[src/rtl/hazard_ctrl_pkg.sv]
// Shared Tuse/Tnew and forward-select encodings for the hazard controller.
// Constants only; no logic, no latency, no flow control.
package hazard_ctrl_pkg;

  localparam int T_W = 3;

  localparam logic [T_W-1:0] TUSE_D = 3'd0;
  localparam logic [T_W-1:0] TUSE_E = 3'd1;
  localparam logic [T_W-1:0] TUSE_M = 3'd2;

  localparam logic [T_W-1:0] TNEW_D = 3'd0;
  localparam logic [T_W-1:0] TNEW_E = 3'd1;
  localparam logic [T_W-1:0] TNEW_M = 3'd2;

  localparam int FWD_RF = 0;
  localparam int FWD_E  = 1;
  localparam int FWD_M  = 2;
  localparam int FWD_W  = 3;

endpackage

[src/rtl/hazard_stage_reg.sv]
// One tracked stage: dst/wen/Tnew/operand addresses, bubble insert, saturating Tnew decrement.
// One edge of latency; never stalls itself, the bubble input overrides the loaded content.
module hazard_stage_reg #(
  parameter int REG_AW = 5,
  parameter int T_W    = 3,
  parameter bit DEC    = 1'b1
) (
  input  logic              clk,
  input  logic              reset,
  input  logic              bubble,
  input  logic              in_wen,
  input  logic [REG_AW-1:0] in_dst,
  input  logic [T_W-1:0]    in_tnew,
  input  logic [REG_AW-1:0] in_rs,
  input  logic [REG_AW-1:0] in_rt,
  output logic              wen,
  output logic [REG_AW-1:0] dst,
  output logic [T_W-1:0]    tnew,
  output logic [REG_AW-1:0] rs,
  output logic [REG_AW-1:0] rt
);

  logic              wen_d,  wen_q;
  logic [REG_AW-1:0] dst_d,  dst_q;
  logic [T_W-1:0]    tnew_d, tnew_q;
  logic [REG_AW-1:0] rs_d,   rs_q;
  logic [REG_AW-1:0] rt_d,   rt_q;

  always_comb begin
    wen_d  = in_wen;
    dst_d  = in_dst;
    rs_d   = in_rs;
    rt_d   = in_rt;
    tnew_d = in_tnew;
    // The first stage takes the decoder's Tnew as-is; later stages count down to zero.
    if (DEC && (in_tnew != '0)) begin
      tnew_d = in_tnew - T_W'(1);
    end
    if (bubble) begin
      wen_d  = 1'b0;
      dst_d  = '0;
      tnew_d = '0;
      rs_d   = '0;
      rt_d   = '0;
    end
  end

  always_ff @(posedge clk) begin
    if (reset) begin
      wen_q  <= 1'b0;
      dst_q  <= '0;
      tnew_q <= '0;
      rs_q   <= '0;
      rt_q   <= '0;
    end else begin
      wen_q  <= wen_d;
      dst_q  <= dst_d;
      tnew_q <= tnew_d;
      rs_q   <= rs_d;
      rt_q   <= rt_d;
    end
  end

  assign wen  = wen_q;
  assign dst  = dst_q;
  assign tnew = tnew_q;
  assign rs   = rs_q;
  assign rt   = rt_q;

endmodule

[src/rtl/hazard_ctrl.sv]
// Tuse/Tnew hazard and forwarding controller for the stages after D.
// Stall/forward outputs are combinational (0 cycles); stall freezes D and bubbles E.
module hazard_ctrl
  import hazard_ctrl_pkg::*;
#(
  parameter int NSTAGE = 3,
  parameter int REG_AW = 5,
  parameter int T_W    = hazard_ctrl_pkg::T_W,
  parameter int SEL_W  = 2
) (
  input  logic                    clk,
  input  logic                    reset,
  input  logic                    d_valid,
  input  logic [REG_AW-1:0]       d_rs,
  input  logic [REG_AW-1:0]       d_rt,
  input  logic                    d_use_rs,
  input  logic                    d_use_rt,
  input  logic [T_W-1:0]          d_tuse_rs,
  input  logic [T_W-1:0]          d_tuse_rt,
  input  logic                    d_wen,
  input  logic [REG_AW-1:0]       d_dst,
  input  logic [T_W-1:0]          d_tnew,
  input  logic                    ext_stall,
  output logic                    stall,
  output logic [NSTAGE*SEL_W-1:0] fwd_rs,
  output logic [NSTAGE*SEL_W-1:0] fwd_rt
);

  logic              stg_wen  [1:NSTAGE];
  logic [REG_AW-1:0] stg_dst  [1:NSTAGE];
  logic [T_W-1:0]    stg_tnew [1:NSTAGE];
  logic [REG_AW-1:0] stg_rs   [1:NSTAGE];
  logic [REG_AW-1:0] stg_rt   [1:NSTAGE];

  logic [REG_AW-1:0] cons_rs [0:NSTAGE-1];
  logic [REG_AW-1:0] cons_rt [0:NSTAGE-1];

  logic                    d_wr;
  logic                    hz;
  logic                    stall_int;
  logic                    rs_hit, rt_hit;
  logic [T_W-1:0]          rs_tn, rt_tn;
  logic [NSTAGE*SEL_W-1:0] fwd_rs_v, fwd_rt_v;

  assign d_wr      = d_valid & d_wen & (d_dst != '0);
  assign stall_int = hz | ext_stall;

  for (genvar k = 1; k <= NSTAGE; k++) begin : g_stage
    if (k == 1) begin : g_first
      hazard_stage_reg #(.REG_AW(REG_AW), .T_W(T_W), .DEC(1'b0)) u_stage (
        .clk(clk), .reset(reset), .bubble(stall_int),
        .in_wen(d_wr), .in_dst(d_dst), .in_tnew(d_tnew), .in_rs(d_rs), .in_rt(d_rt),
        .wen(stg_wen[k]), .dst(stg_dst[k]), .tnew(stg_tnew[k]), .rs(stg_rs[k]), .rt(stg_rt[k])
      );
    end else begin : g_next
      hazard_stage_reg #(.REG_AW(REG_AW), .T_W(T_W), .DEC(1'b1)) u_stage (
        .clk(clk), .reset(reset), .bubble(1'b0),
        .in_wen(stg_wen[k-1]), .in_dst(stg_dst[k-1]), .in_tnew(stg_tnew[k-1]),
        .in_rs(stg_rs[k-1]), .in_rt(stg_rt[k-1]),
        .wen(stg_wen[k]), .dst(stg_dst[k]), .tnew(stg_tnew[k]), .rs(stg_rs[k]), .rt(stg_rt[k])
      );
    end
  end

  for (genvar c = 0; c < NSTAGE; c++) begin : g_cons
    if (c == 0) begin : g_d
      assign cons_rs[c] = d_rs;
      assign cons_rt[c] = d_rt;
    end else begin : g_pipe
      assign cons_rs[c] = stg_rs[c];
      assign cons_rt[c] = stg_rt[c];
    end
  end

  // Scan oldest to youngest so the nearest producer is the last one written.
  always_comb begin
    rs_hit = 1'b0;
    rt_hit = 1'b0;
    rs_tn  = '0;
    rt_tn  = '0;
    for (int k = NSTAGE; k >= 1; k--) begin
      if (stg_wen[k] && (d_rs != '0) && (stg_dst[k] == d_rs)) begin
        rs_hit = 1'b1;
        rs_tn  = stg_tnew[k];
      end
      if (stg_wen[k] && (d_rt != '0) && (stg_dst[k] == d_rt)) begin
        rt_hit = 1'b1;
        rt_tn  = stg_tnew[k];
      end
    end
    hz = d_valid & ((d_use_rs & rs_hit & (rs_tn > d_tuse_rs)) |
                    (d_use_rt & rt_hit & (rt_tn > d_tuse_rt)));
  end

  // A nearer producer that is not ready yet still hides older ready writers.
  always_comb begin
    fwd_rs_v = '0;
    fwd_rt_v = '0;
    for (int c = 0; c < NSTAGE; c++) begin
      for (int k = NSTAGE; k > c; k--) begin
        if (stg_wen[k] && (cons_rs[c] != '0) && (stg_dst[k] == cons_rs[c])) begin
          fwd_rs_v[c*SEL_W +: SEL_W] = (stg_tnew[k] == '0) ? SEL_W'(k) : SEL_W'(FWD_RF);
        end
        if (stg_wen[k] && (cons_rt[c] != '0) && (stg_dst[k] == cons_rt[c])) begin
          fwd_rt_v[c*SEL_W +: SEL_W] = (stg_tnew[k] == '0) ? SEL_W'(k) : SEL_W'(FWD_RF);
        end
      end
    end
  end

  assign stall  = reset ? 1'b0 : stall_int;
  assign fwd_rs = reset ? '0 : fwd_rs_v;
  assign fwd_rt = reset ? '0 : fwd_rt_v;

endmodule

[config.mk]
export PLATFORM = sky130hd
export DESIGN_NAME = hazard_ctrl
export DESIGN_NICKNAME = d
export VERILOG_FILES = /design/src/rtl/hazard_ctrl_pkg.sv /design/src/rtl/hazard_stage_reg.sv /design/src/rtl/hazard_ctrl.sv
export SDC_FILE = /design/constraint.sdc
export NUM_CORES = 1
export LEC_CHECK = 0
export BUFFER_PORTS_ARGS = -buffer_cell sky130_fd_sc_hd__buf_4
export CAP_MARGIN = 20
export CORE_MARGIN = 1.5
export CORE_UTILIZATION = 25
export CTS_BUF_LIST = sky130_fd_sc_hd__clkbuf_16
export CTS_CLUSTER_DIAMETER = 80
export DETAILED_ROUTE_END_ITERATION = 6
export GPL_ROUTABILITY_DRIVEN = 1
export HOLD_SLACK_MARGIN = 0.03
export PLACE_DENSITY = 0.45
export RECOVER_POWER = 50
export SKIP_CTS_REPAIR_TIMING = 1
export SLEW_MARGIN = 15
export SYNTH_ARGS = -nofsm -noshare
export SYNTH_HDL_FRONTEND = slang
export SYNTH_SLANG_ARGS = --single-unit
[constraint.sdc]
create_clock -name clk -period 6 [get_ports clk]
set_input_delay 1.5 -clock clk [delete_from_list [all_inputs] [get_ports clk]]
set_output_delay 1.5 -clock clk [all_outputs]
set_load 0.1 [all_outputs]
---- Word level (Yosys, flattened, before mapping) ----
Index checks and enable logic that the tools add are counted.
word-level totals
  register bits ........................... 47
  input bits .............................. 31
operators by class
  reduce and logical (&&, ||, !) cells .... 37
  $lt $le $gt $ge ......................... 2
  equal/unequal tests ..................... 12
  mux-type cells .......................... 32
  $add $sub $neg .......................... 2
  bitwise logic cells ..................... 9
operators by type and width
  cell                                               number
  == test 5 bit                                      12
  nonzero test 5 bit                                 7
  2-to-1 mux 2 bit                                   14
  logical AND 1 bit                                  24
  2-to-1 mux 3 bit                                   8
  2-to-1 mux 6 bit                                   2
  logical NOT 3 bit                                  3
  2-to-1 mux 1 bit                                   8
  bitwise AND 1 bit                                  7
  > comparator 3 bit                                 2
  nonzero test 3 bit                                 2
  subtractor 3 x 1 -> 3 bit (second input constant)  2
  OR 1 bit                                           2
  OR reduction 2 bit                                 1

---- Longest topological paths before layout ----
Gate-level depths: netlist of the first run.
  word-level depth ........................ 12
  mapped depth ............................ 14
  mapped depth without buffers ............ 11

---- Cells and area by module ----
A second synthesis of the first run with hierarchy kept.
unflattened totals
  cell total of the unflattened synthesis .. 329
  area, all modules ....................... 3214.3 µm²
by module, submodules not included
  module                                             instances  area each (µm²)  cells an instance
  hazard_ctrl                                        1          1403.8           189
  hazard_stage_reg at g_stage[2].g_next.u_stage ...  2          591.8            49
  hazard_stage_reg at g_stage[1].g_first.u_stage     1          626.9            42

---- Worst setup path before layout of the first run ----
No wires, ideal clock.
  kind .................................... input-to-output
  start point ............................. in reset
  end point ............................... out fwd_rs[3]
  buffers on the path ..................... 1
  data arrival time ....................... 5.179 ns
  stages on the path ...................... 6
  slack ................................... -0.679 ns
  required time ........................... 4.500 ns
  cell sequence ........................... clkbuf_1 -> inv_1 -> nand3_1 -> or4_1 -> nor3_1 -> a21o_1
on the way
  cells in the longest elaborated chain, start to end .. 1
RTL lines
  what              line                text
  from (decl)       hazard_ctrl.sv:12   input logic reset,
  2-to-1 mux 6 bit  hazard_ctrl.sv:112  assign fwd_rs = reset ? '0 : fwd_rs_v;
  to (decl)         hazard_ctrl.sv:25   output logic [NSTAGE*SEL_W-1:0] fwd_rs,
No other way between the ends.

---- Final worst setup path of the first run ----
  start point ............................. in d_rt[1]
  end point ............................... out stall
on the way
  cells in the longest elaborated chain, start to end .. 12
  elaborated cells between the ends (all ways) .. 23
  classes of those cells .................. 1 x order compare; 3 x eq/ne; 7 x mux; 5 x bitwise; 7 x reduce/logical
RTL lines
  what                                                               line                text
  from (decl)                                                        hazard_ctrl.sv:15   input logic [REG_AW-1:0] d_rt,
  nonzero test 5 bit                                                 hazard_ctrl.sv:86   if (stg_wen[k] && (d_rt != '0) && (stg_dst[k] == d_rt)) begin
  logical AND 1 bit (2 in a row)                                     hazard_ctrl.sv:86
  2-to-1 mux 3 bit or 2-to-1 mux 1 bit (tied branches) (3 in a row)  hazard_ctrl.sv:86
  > comparator 3 bit or bitwise AND 1 bit (tied branches)            hazard_ctrl.sv:92   (d_use_rt & rt_hit & (rt_tn > d_tuse_rt)));
  bitwise AND 1 bit *                                                hazard_ctrl.sv:92
  OR 1 bit *                                                         hazard_ctrl.sv:91   hz = d_valid & ((d_use_rs & rs_hit & (rs_tn > d_tuse_rs)) |
  bitwise AND 1 bit *                                                hazard_ctrl.sv:91
  OR 1 bit *                                                         hazard_ctrl.sv:46   assign stall_int = hz | ext_stall;
  2-to-1 mux 1 bit *                                                 hazard_ctrl.sv:111  assign stall = reset ? 1'b0 : stall_int;
  to (decl)                                                          hazard_ctrl.sv:24   output logic stall,
Mark *: on every way between the ends. The rest lies on a longest branch, timed or not.

==> results of run 1 <==
Yosys cell counts (all sizes together) (3+ instances only):
master  count
dfxtp      47
xnor2      46
nor3       30
nand2      24
nor2b      24
nor2       19
buf        14
xor2       14
inv        12
nand4      12
ha         10
or4        10
a21oi       9
clkbuf      9
nand3       7
or2         5
mux2i       4
nor4        4
a211oi      3
o211ai      3
flip-flops by register name, summed over array words and instances (netlist names):
signal	cells
g_stage.g_next.u_stage.dst	10
g_stage.g_next.u_stage.tnew	6
g_stage.g_first.u_stage.dst	5
g_stage.g_first.u_stage.rs	5
g_stage.g_first.u_stage.rt	5
g_stage.g_next.u_stage.rs	5
g_stage.g_next.u_stage.rt	5
g_stage.g_first.u_stage.tnew	3
g_stage.g_next.u_stage.wen	2
g_stage.g_first.u_stage.wen	1
logic make-up after synthesis:
logic type	after synthesis	synth area share, %
compound gates	28	7.77
xor+xnor	60	18.1
fa+ha+maj	10	4.32
buf+inv	36	7.08
flops	47	32.5
mux	5	1.77
simple gates	143	28.5
worst paths after layout:
kind | startpoint | endpoint | slack (ns)
setup / recovery | d_rt[1] | stall | 0.08
hold / removal | g_stage[1].g_first.u_stage.wen$_SDFF_PP0_ | g_stage[2].g_next.u_stage.wen$_SDFF_PP0_ | 0.49
setup reg to reg | g_stage[2].g_next.u_stage.dst[1]$_SDFF_PP0_ | g_stage[1].g_first.u_stage.rs[0]$_SDFF_PP0_ | 2.72
hold reg to reg | g_stage[1].g_first.u_stage.wen$_SDFF_PP0_ | g_stage[2].g_next.u_stage.wen$_SDFF_PP0_ | 0.49
power by group:
part / internal (mW) / switching (mW) / leakage, nW
combinational: 0.0489 / 0.0519 / 0.982
sequential: 0.324 / 0.0147 / 0.384
clock: 0.159 / 0.133 / 0.0723
total: 0.532 / 0.200 / 1.44
routing by layer:
metal | global-route usage [%] | up-vias | share of wire, %
met5 | 0 | - | 0
met4 | 2.91 | 0 | 0.97
met3 | 1.91 | 4 | 2.8
met2 | 21.8 | 40 | 48
met1 | 17.1 | 1072 | 48
li1 | - | 1199 | -
critical path, cell delays in order:
cell,delay (ns)
buf_6,0.10
or4_4,0.54
nor2_1,0.23
or4_1,0.24
nor2_1,0.06
o31a_1,0.28
ha_1,0.28
nor2b_1,0.13
o21a_1,0.16
o211ai_1,0.31
a311oi_4,0.08
o31a_2,0.33
buf_12,0.17
layout make-up:
class                           instances  area [um^2]  share of cell area (%)
Timing Repair Buffer                   56          437                    12.4
Inverter                               12         45.0                    1.28
Sequential cell                        47          941                    26.7
Tap cell                              143          179                    5.07
Clock buffer                            5          125                    3.54
Multi-Input combinational cell        246         1780                    50.3
Clock inverter                          3         27.5                   0.780
metrics by stage:
step | cell area [um^2] | power [mW] | hold WS, ns | util [%] | std cells
after floorplan | 2910 | 0.408 | 0.460 | - | 329
after global placement | 3350 | 0.447 | 0.488 | 29.5 | 504
after detailed placement | 3350 | 0.447 | 0.486 | 29.5 | 504
after CTS | 3500 | 0.740 | 0.497 | 30.8 | 512
after global routing | 3530 | 0.764 | 0.523 | 31.0 | 512
final | 3530 | 0.732 | 0.494 | 31.0 | 512
==> impl_results.md, run 1 <==
- Crit path DAT: 4.42 ns
- Largest net degree at the start of global routing: 35
- Fin nets: 409
- Post-route DRC: 0
- 1st-pass router iterations: 4
- Endpoints failing setup: 0
- Clock-pin transition on the worst setup and hold timing paths: 0.07 ns
- Sequential fraction of the synthesis area: 32.5%
- CTS Root Cell: clkbuf_16
- Synth cell types: 43
- Critical Path End Type: primary output
- CTS tree: built
- CP startpoint kind: input port
- HP Class: flop to flop
- Fmax: 169 MHz
- I/O Buffers: 43
- Most frequent cells in the layout: buf_4 (52), dfxtp_1 (47), xnor2_1 (46)
- Clk_skew: 0.00741 ns
- N_diodes: 0
- Static leakage: roughly 1.4 nW
- Most common cell after layout, fill and taps aside: buf_4
- Layout cells sized above 1: 24.7%
- CP Class: input port to primary output
- Area share of the largest cell type after synthesis: 32.5%
- Pins Over Slew Limit: 35
- Area delta synth->final: 21.8%
- Failing checks: max-capacitance violations, max-slew violations
- Max transition margin: -12.4%
- CTS Buf Count: 5
- Final worst-path setup slack: about 0.084 ns
- Yosys reg bits: 47
- Initial cell density of the core: approximately a quarter
- First-pass GRT wire length: 12400 um
- Row count: 39
- Area leader, netlist: dfxtp_1
- Syn_area_per_cell: approximately 8.8 um^2
- Vias in the first global route: around 2300
- YS warnings: 0
- Clock sinks: 47
- CORE AREA: 11400 um^2
- Routed wire length per instance: 14.7 um
- I/O pin count: between 40 and 50
- Tmin final: 5.92 ns
- RSZ-0062 raised after global routing: true
- Number of flops mapped to enable cells by yosys: 0
- Chip width: 111 um
- Mapped Cells: 329
- RePlAce Congestion: 0.857
- Worst r2r path cells: 12
- Vias after detailed routing: 2315
- Clock buffer depth: 2
- Critical Path RT: ~4.5 ns
- Crit Path Max Fanout: 4
- Total GRT Usage: 12.8%
- Least-Margin Pin Slew: roughly 1.7 ns
- Worst vdd ir: 0.126 mV
- Die area: 12200 um^2
- Setup TNS: 0 ns
- Post-synth top flop: dfxtp_1
- Post-Syn Nets: 370
- Die Ht: ~110 um
- Fill count: 1223
- MaxCap Viol Count: 1
- Final hold violations: 0
- Final ANT Viol Nets: 0
- Grt total ovfl: 0
- Status: complete, but fails checks
- Initial antenna violation count: 0
- Synth area leaders: dfxtp_1 (32%), xnor2_1 (14%), nor2b_1 (5.2%)
- Pre-CTS setup slack: just over 0.03 ns
- Hold path depth: 1
- HPWL after DPL: 5900 um
- Asr flop ratio synth: 0%
- DR vias/cell: 4.52
- DR iter-0 viols: 79
- Detailed Route WL: approximately 7500 um
- Post-Syn Area: 2900 um^2
- H-tree Lvls: 2
- Clk Latency, worst-skew pair: roughly 0.29 ns
- Crit share post-route: 98.6%
- Power per standard cell area: 207 nW/um^2
Power figures use the tool's default switching activity.
==> inputs of run 2 (changes only) <==
Clock period 6 ns to 6.53 ns, I/O delays scaled along.
==> run 2 against run 1 <==
The run still ends with max-capacitance violations, max-slew violations left. Non-clock buffer count down 8. Flip-flop and latch count stayed put. Hold slack gained 0.015 ns. Core utilization decreased by 0.68 points. Die area stayed put.
==> impl_results.md, run 2 (synthesis gave the netlist of run 1 again) <==
- Status: complete, but fails checks (unchanged)
- Failing checks: max-capacitance violations, max-slew violations (unchanged)
- Final worst-path setup slack: 0.208 ns (was 0.0838 ns)
- CP delay by family, top: compound AO/OA/AOI/OAI gates (was simple AND/OR/NAND/NOR gates)
- N_diodes: 0 (unchanged)
- Power per standard cell area: 201 nW/um^2 (was 207 nW/um^2)
- Tmin final: 6.32 ns
- Share of power burned in registers: 45.1% (was 46.3%)
- Post-Layout Cell Count: 504 (was 512)
- Clk Latency, worst-skew pair: 0.28 ns (was 0.29 ns)
- Clock sinks: 47 (unchanged)
- R2R setup slack: 2.60 ns (was 2.72 ns)
- Grt total ovfl: 0 (unchanged)
- Post-route DRC: 0 (unchanged)
- CTS tree: built (unchanged)
- DP Cell Count: 496 (was 504)
- Crit path DAT: 4.69 ns (was 4.42 ns)
- MaxCap Viol Count: 1 (unchanged)
- RePlAce Congestion: 0.864 (was 0.857)
- HPWL after DPL: 6050 um (was 5900 um)
- Area delta synth->final: 19.1% (was 21.8%)
- 1st-pass router iterations: 4 (unchanged)
- Row count: 39 (unchanged)
- Tot Pwr: 0.693 mW (was 0.732 mW)
- Critical Path RT: 4.90 ns (was 4.50 ns)
- I/O pin count: 44 (unchanged)
- Crit path buf inv count: 2 (unchanged)
- Vias in the first global route: 2359 (was 2308)
- Total GRT Usage: 12.9% (was 12.8%)
- RSZ-0062 raised after global routing: false (was true)
- CTS Root Cell: clkbuf_16 (unchanged)
- Least-Margin Pin Slew: 1.66 ns (was 1.69 ns)
- Pre-CTS setup slack: 0.213 ns (was 0.0310 ns)
- Final hold violations: 0 (unchanged)
- Clock power frac: 41.9% (was 39.9%)
- Placed cell areas: 3290 um^2 (was 3350 um^2)
- Final ANT Viol Nets: 0 (unchanged)
- Slowest CP cell: or4_1 (was or4_4)
- Int Power: 0.522 mW (was 0.532 mW)
- CP startpoint kind: input port (unchanged)
- CTS Buf Count: 5 (unchanged)
- Worst vdd ir: 0.104 mV (was 0.126 mV)
- Switching Power: 0.171 mW (was 0.200 mW)
- First-pass GRT wire length: 12500 um (was 12400 um)
- Fmax: 158 MHz
- Most frequent cells in the layout: dfxtp_1 (47), xnor2_1 (46), buf_4 (46) (was buf_4 (52), dfxtp_1 (47), xnor2_1 (46))
- Pins Over Slew Limit: 35 (unchanged)
- CORE AREA: 11400 um^2 (unchanged)
- Comb pwr share: 13.1% (was 13.8%)
- Worst r2r path cells: 12 (unchanged)
- Crit path launch: d_rt[1] (unchanged)
- Crit share post-route: 96.8%
- I/O Buffers: 43 (unchanged)
- Die area: 12200 um^2 (unchanged)
- Worst r2r src: g_stage[2].g_next.u_stage.dst[3]$_SDFF_PP0_ (was g_stage[2].g_next.u_stage.dst[1]$_SDFF_PP0_)
- Stages on the worst setup path: 13 (unchanged)
- R2R Path End: g_stage[1].g_first.u_stage.rs[1]$_SDFF_PP0_ (was g_stage[1].g_first.u_stage.rs[0]$_SDFF_PP0_)
- Critical path endpoint: stall (unchanged)
- Critical Path End Type: primary output (unchanged)
- Max transition margin: -10.8% (was -12.4%)
- DR vias/cell: 4.62 (was 4.52)
- Initial cell density of the core: 25.5% (unchanged)
- Layout cells sized above 1: 21.9% (was 24.7%)
- H-tree Lvls: 2 (unchanged)
- Routed wire length per instance: 15.4 um (was 14.7 um)
- HP Class: flop to flop (unchanged)
- CP Class: input port to primary output (unchanged)
- Crit path cell chain: buf_4 -> or4_1 -> o211ai_1 -> nor2_1 -> and3_1 -> o31a_1 -> ha_1 -> nor2b_1 -> o21a_1 -> o211ai_1 -> a311oi_4 -> o31a_2 -> buf_4 (was buf_6 -> or4_4 -> nor2_1 -> or4_1 -> nor2_1 -> o31a_1 -> ha_1 -> nor2b_1 -> o21a_1 -> o211ai_1 -> a311oi_4 -> o31a_2 -> buf_12)
- Clock buffer depth: 2 (unchanged)
- Static leakage: 1.40 nW (was 1.44 nW)
- Most common cell after layout, fill and taps aside: dfxtp_1 (was buf_4)
- Initial antenna violation count: 0 (unchanged)
- Vias after detailed routing: 2327 (was 2315)
- Clk_skew: 0.00304 ns (was 0.00741 ns)
- DR iter-0 viols: 64 (was 79)
- Max incr delay on CP: 0.58 ns (was 0.54 ns)
- Max reg flops: 10 (unchanged)
- Fin nets: 401 (was 409)
- Endpoints failing setup: 0 (unchanged)
- Switching share of power: 24.7% (was 27.3%)
- Largest net degree at the start of global routing: 35 (unchanged)
- Setup TNS: 0 ns (unchanged)
- Clock-pin transition on the worst setup and hold timing paths: 0.06 ns (was 0.07 ns)
- Crit Path Max Fanout: 5 (was 4)
- Detailed Route WL: 7740 um (was 7530 um)
- Final instance area: 3450 um^2 (was 3530 um^2)
- Fill count: 1224 (was 1223)
- Chip width: 111 um (unchanged)
- Die Ht: 111 um (unchanged)
[run 2: cell types whose count changed in the layout (fill, tap and decap cells not counted), sizes merged]
| cell | delta |
|---|---|
| clkinv | +1 |
| inv | -1 |
| buf | -9 |
| clkinvlp | -1 |
| bufinv | +1 |
| clkbuf | +1 |
[run 2: power by group through the flow]
stage / Clock [mW] / Sequential, mW / Combinational, mW
floorplan: 0 / 0.311 / 0.0637
global placement: 0 / 0.319 / 0.0902
detailed placement: 0 / 0.319 / 0.0912
CTS: 0.297 / 0.312 / 0.0916
global route: 0.310 / 0.314 / 0.100
finish: 0.290 / 0.312 / 0.0906
[run 2: cell type report]
class                   instances  area (um^2)  area share [%]
repair buffers                 48          353            10.2
flip-flops and latches         47          941            27.3
well taps                     143          179            5.18
multi-input cells             246         1770            51.2
inverters                      12         45.0            1.30
clock inverters                 3         42.5            1.23
clock buffers                   5          125            3.62
[run 2: how the worst min path moves through the flow]
stage | cells after the start | endpoint | from
4_1_cts | 1 | g_stage[2].g_next.u_stage.wen$_SDFF_PP0_ | g_stage[1].g_first.u_stage.wen$_SDFF_PP0_
3_5_place_dp | 1 | g_stage[2].g_next.u_stage.wen$_SDFF_PP0_ | g_stage[1].g_first.u_stage.wen$_SDFF_PP0_
5_1_grt | 1 | g_stage[2].g_next.u_stage.wen$_SDFF_PP0_ | g_stage[1].g_first.u_stage.wen$_SDFF_PP0_
3_3_place_gp | 1 | g_stage[2].g_next.u_stage.wen$_SDFF_PP0_ | g_stage[1].g_first.u_stage.wen$_SDFF_PP0_
6_report | 1 | g_stage[2].g_next.u_stage.wen$_SDFF_PP0_ | g_stage[1].g_first.u_stage.wen$_SDFF_PP0_
2_1_floorplan | 1 | g_stage[2].g_next.u_stage.wen$_SDFF_PP0_ | g_stage[1].g_first.u_stage.wen$_SDFF_PP0_
[run 2: per-layer routing]
layer | vias to the layer above | GRT usage [%] | routed length [um]
li1 | 1173 | - | -
met1 | 1104 | 16.7 | 3660
met2 | 43 | 22.4 | 3800
met3 | 7 | 1.64 | 186
met4 | 0 | 3.93 | 95
met5 | - | 0 | 0
[run 2: stage by stage]
stage / util, % / hold slack [ns]
after floorplan: - / 0.460
after global placement: 29.0 / 0.496
after detailed placement: 29.0 / 0.491
after CTS: 30.4 / 0.508
after global routing: 30.4 / 0.519
final: 30.4 / 0.509
==> inputs of run 3 (changes only) <==
Settings changed: PLACE_DENSITY 0.45 to 0.4.
==> run 3 against run 2 <==
The run still ends with max-capacitance violations, max-slew violations left. Count of clock-buffer cells in the layout did not move. Critical path depth did not move. Hold slack barely moved. Clock skew rose by 0.0044 ns. Flip-flop and latch count did not move. Combinational power fell by 1%. Worst setup slack improved by 0.011 ns. Final cell count rose by 0.40%.
==> impl_results.md, run 3 (synthesis gave the netlist of run 1 again) <==
- CTS Root Cell: clkbuf_16 (unchanged)
- Failing checks: max-capacitance violations, max-slew violations (unchanged)
- Least-Margin Pin Slew: 1.62 ns (was 1.66 ns)
- Clk_skew: 0.00748 ns (was 0.00304 ns)
- Critical Path RT: 4.90 ns (about the same)
- Area delta synth->final: 19.3% (was 19.1%)
- Routed wire length per instance: 15.7 um (was 15.4 um)
- Critical Path End Type: primary output (unchanged)
- CORE AREA: 11400 um^2 (unchanged)
- HPWL after DPL: 6180 um (was 6050 um)
- Initial antenna violation count: 0 (unchanged)
- Tot Pwr: 0.675 mW (was 0.693 mW)
- Fill count: 1214 (was 1224)
- Crit path cell chain: buf_4 -> or4_1 -> o211ai_1 -> nor2_1 -> and3_1 -> o31a_1 -> ha_1 -> nor2b_1 -> o21a_1 -> o211ai_1 -> a311oi_4 -> o31a_2 -> buf_6 (was buf_4 -> or4_1 -> o211ai_1 -> nor2_1 -> and3_1 -> o31a_1 -> ha_1 -> nor2b_1 -> o21a_1 -> o211ai_1 -> a311oi_4 -> o31a_2 -> buf_4)
- Initial cell density of the core: 25.5% (unchanged)
- R2R setup slack: 3.19 ns (was 2.60 ns)
- RSZ-0062 raised after global routing: false (unchanged)
- Most frequent cells in the layout: dfxtp_1 (47), buf_4 (47), xnor2_1 (46) (was dfxtp_1 (47), xnor2_1 (46), buf_4 (46))
- H-tree Lvls: 2 (unchanged)
- Total GRT Usage: 13.4% (was 12.9%)
- Largest net degree at the start of global routing: 35 (unchanged)
- Final ANT Viol Nets: 0 (unchanged)
- DP Cell Count: 496 (unchanged)
- Int Power: 0.487 mW (was 0.522 mW)
- Switching Power: 0.187 mW (was 0.171 mW)
- DR iter-0 viols: 52 (was 64)
- Final hold violations: 0 (unchanged)
- CTS Buf Count: 5 (unchanged)
- Crit path top cell by count: o211ai_1
- Clock-pin transition on the worst setup and hold timing paths: 0.07 ns (was 0.06 ns)
- Comb pwr share: 13.3% (was 13.1%)
- Die area: 12200 um^2 (unchanged)
- Vias in the first global route: 2390 (was 2359)
- Pins Over Slew Limit: 35 (unchanged)
- Die Ht: 111 um (unchanged)
- HP Class: flop to flop (unchanged)
- DR vias/cell: 4.52 (was 4.62)
- N_diodes: 0 (unchanged)
- Post-Layout Cell Count: 506 (was 504)
- Placed cell areas: 3290 um^2 (unchanged)
- Crit path DAT: 4.68 ns (was 4.69 ns)
- Power per standard cell area: 195 nW/um^2 (was 201 nW/um^2)
- Share of power burned in registers: 46.3% (was 45.1%)
- R2R Path End: g_stage[1].g_first.u_stage.tnew[0]$_SDFF_PP0_ (was g_stage[1].g_first.u_stage.rs[1]$_SDFF_PP0_)
- Post-route DRC: 0 (unchanged)
- Fin nets: 403 (was 401)
- RePlAce Congestion: 0.805 (was 0.864)
- Area of the multi-input gates: 1770 um^2 (unchanged)
- MaxCap Viol Count: 1 (unchanged)
- Slowest CP cell: or4_1 (unchanged)
- Row count: 39 (unchanged)
- Tmin final: 6.31 ns (was 6.32 ns)
- Grt total ovfl: 0 (unchanged)
- Worst hold path startpoint: g_stage[1].g_first.u_stage.wen$_SDFF_PP0_ (unchanged)
- Status: complete, but fails checks (unchanged)
- Chip width: 111 um (unchanged)
- I/O pin count: 44 (unchanged)
- Final instance area: 3460 um^2 (was 3450 um^2)
- Worst vdd ir: 0.119 mV (was 0.104 mV)
- Hold worst-path end: g_stage[2].g_next.u_stage.wen$_SDFF_PP0_ (unchanged)
- Worst r2r path cells: 12 (unchanged)
- Hold path depth: 1 (unchanged)
- Seq. cell area: 941 um^2 (unchanged)
- Fmax: 158 MHz (about the same)
- Layout cells sized above 1: 22.6% (was 21.9%)
- Max reg flops: 10 (unchanged)
- I/O Buffers: 43 (unchanged)
- First-pass GRT wire length: 12900 um (was 12500 um)
- Crit share post-route: 96.6% (was 96.8%)
- Worst r2r src: g_stage[2].g_next.u_stage.dst[1]$_SDFF_PP0_ (was g_stage[2].g_next.u_stage.dst[3]$_SDFF_PP0_)
- Vias after detailed routing: 2285 (was 2327)
- Crit path launch: d_rt[1] (unchanged)
- Clock power frac: 40.4% (was 41.9%)
- Clk Latency, worst-skew pair: 0.29 ns (was 0.28 ns)
- Max transition margin: -8.22% (was -10.8%)
- CP Class: input port to primary output (unchanged)
- Crit Path Max Fanout: 5 (unchanged)
- Clock sinks: 47 (unchanged)
- Clock buffer depth: 2 (unchanged)
- CTS tree: built (unchanged)
- Max incr delay on CP: 0.57 ns (was 0.58 ns)
- Static leakage: 1.40 nW (about the same)
- Setup TNS: 0 ns (unchanged)
- Endpoints failing setup: 0 (unchanged)
- Switching share of power: 27.8% (was 24.7%)
- CP startpoint kind: input port (unchanged)
- 1st-pass router iterations: 4 (unchanged)
- Detailed Route WL: 7960 um (was 7740 um)
==> run 3: changes by cell type in the layout (fill, tap and decap cells not counted) <==
cell	previous run	this run
buf_4	46	47
buf_6	0	1
bufinv_16	1	0
clkinv_1	1	0
clkinvlp_4	0	1
inv_8	0	1
==> run 3: per-stage QoR <==
step	util, %	setup WS (ns)	hold slack, ns
after floorplan	-	0.215	0.460
after global placement	29.0	0.209	0.506
after detailed placement	29.0	0.160	0.505
after CTS	30.3	0.146	0.515
after global routing	30.4	0.0171	0.521
final	30.4	0.219	0.509
==> run 3: how the worst max path moves through the flow <==
| stage | slack [ns] | endpoint | depth (start not counted) |
|---|---|---|---|
| 3_3_place_gp | 0.21 | stall | 13 |
| 4_1_cts | 0.15 | stall | 13 |
| 3_5_place_dp | 0.16 | stall | 13 |
| 5_1_grt | 0.02 | stall | 13 |
| 2_1_floorplan | 0.21 | fwd_rs[5] | 5 |
| 6_report | 0.22 | stall | 13 |
==> run 3: power by group through the flow <==
stage	clock network, mW	logic, mW	registers (mW)
2_1_floorplan	0	0.0637	0.311
3_3_place_gp	0	0.0902	0.320
3_5_place_dp	0	0.0903	0.319
4_1_cts	0.283	0.0907	0.313
5_1_grt	0.291	0.101	0.314
6_report	0.273	0.0897	0.312
==> run 3: cell type report <==
cell class	instances	share of cell area, %
clock buffers	5	3.62
clock inverters	3	0.797
inverters	12	1.30
multi-input cells	246	51.1
flip-flops and latches	47	27.2
well taps	143	5.18
repair buffers	50	10.8
==> run 3: metal layers <==
layer  up-vias  global-route usage (%)  share of wire (%)
li1       1183                       -                  -
met3         7                    1.69                2.5
met4         0                    3.50                1.3
met2        45                    23.6                 48
met5         -                       0                  0
met1      1050                    17.1                 48
==> run 3: critical path, delay by kind of cell <==
kind            cells  cell delay [ns]
compound gates      6             1.39
simple gates        4             1.02
buf+inv             2             0.33
fa+ha+maj           1             0.29
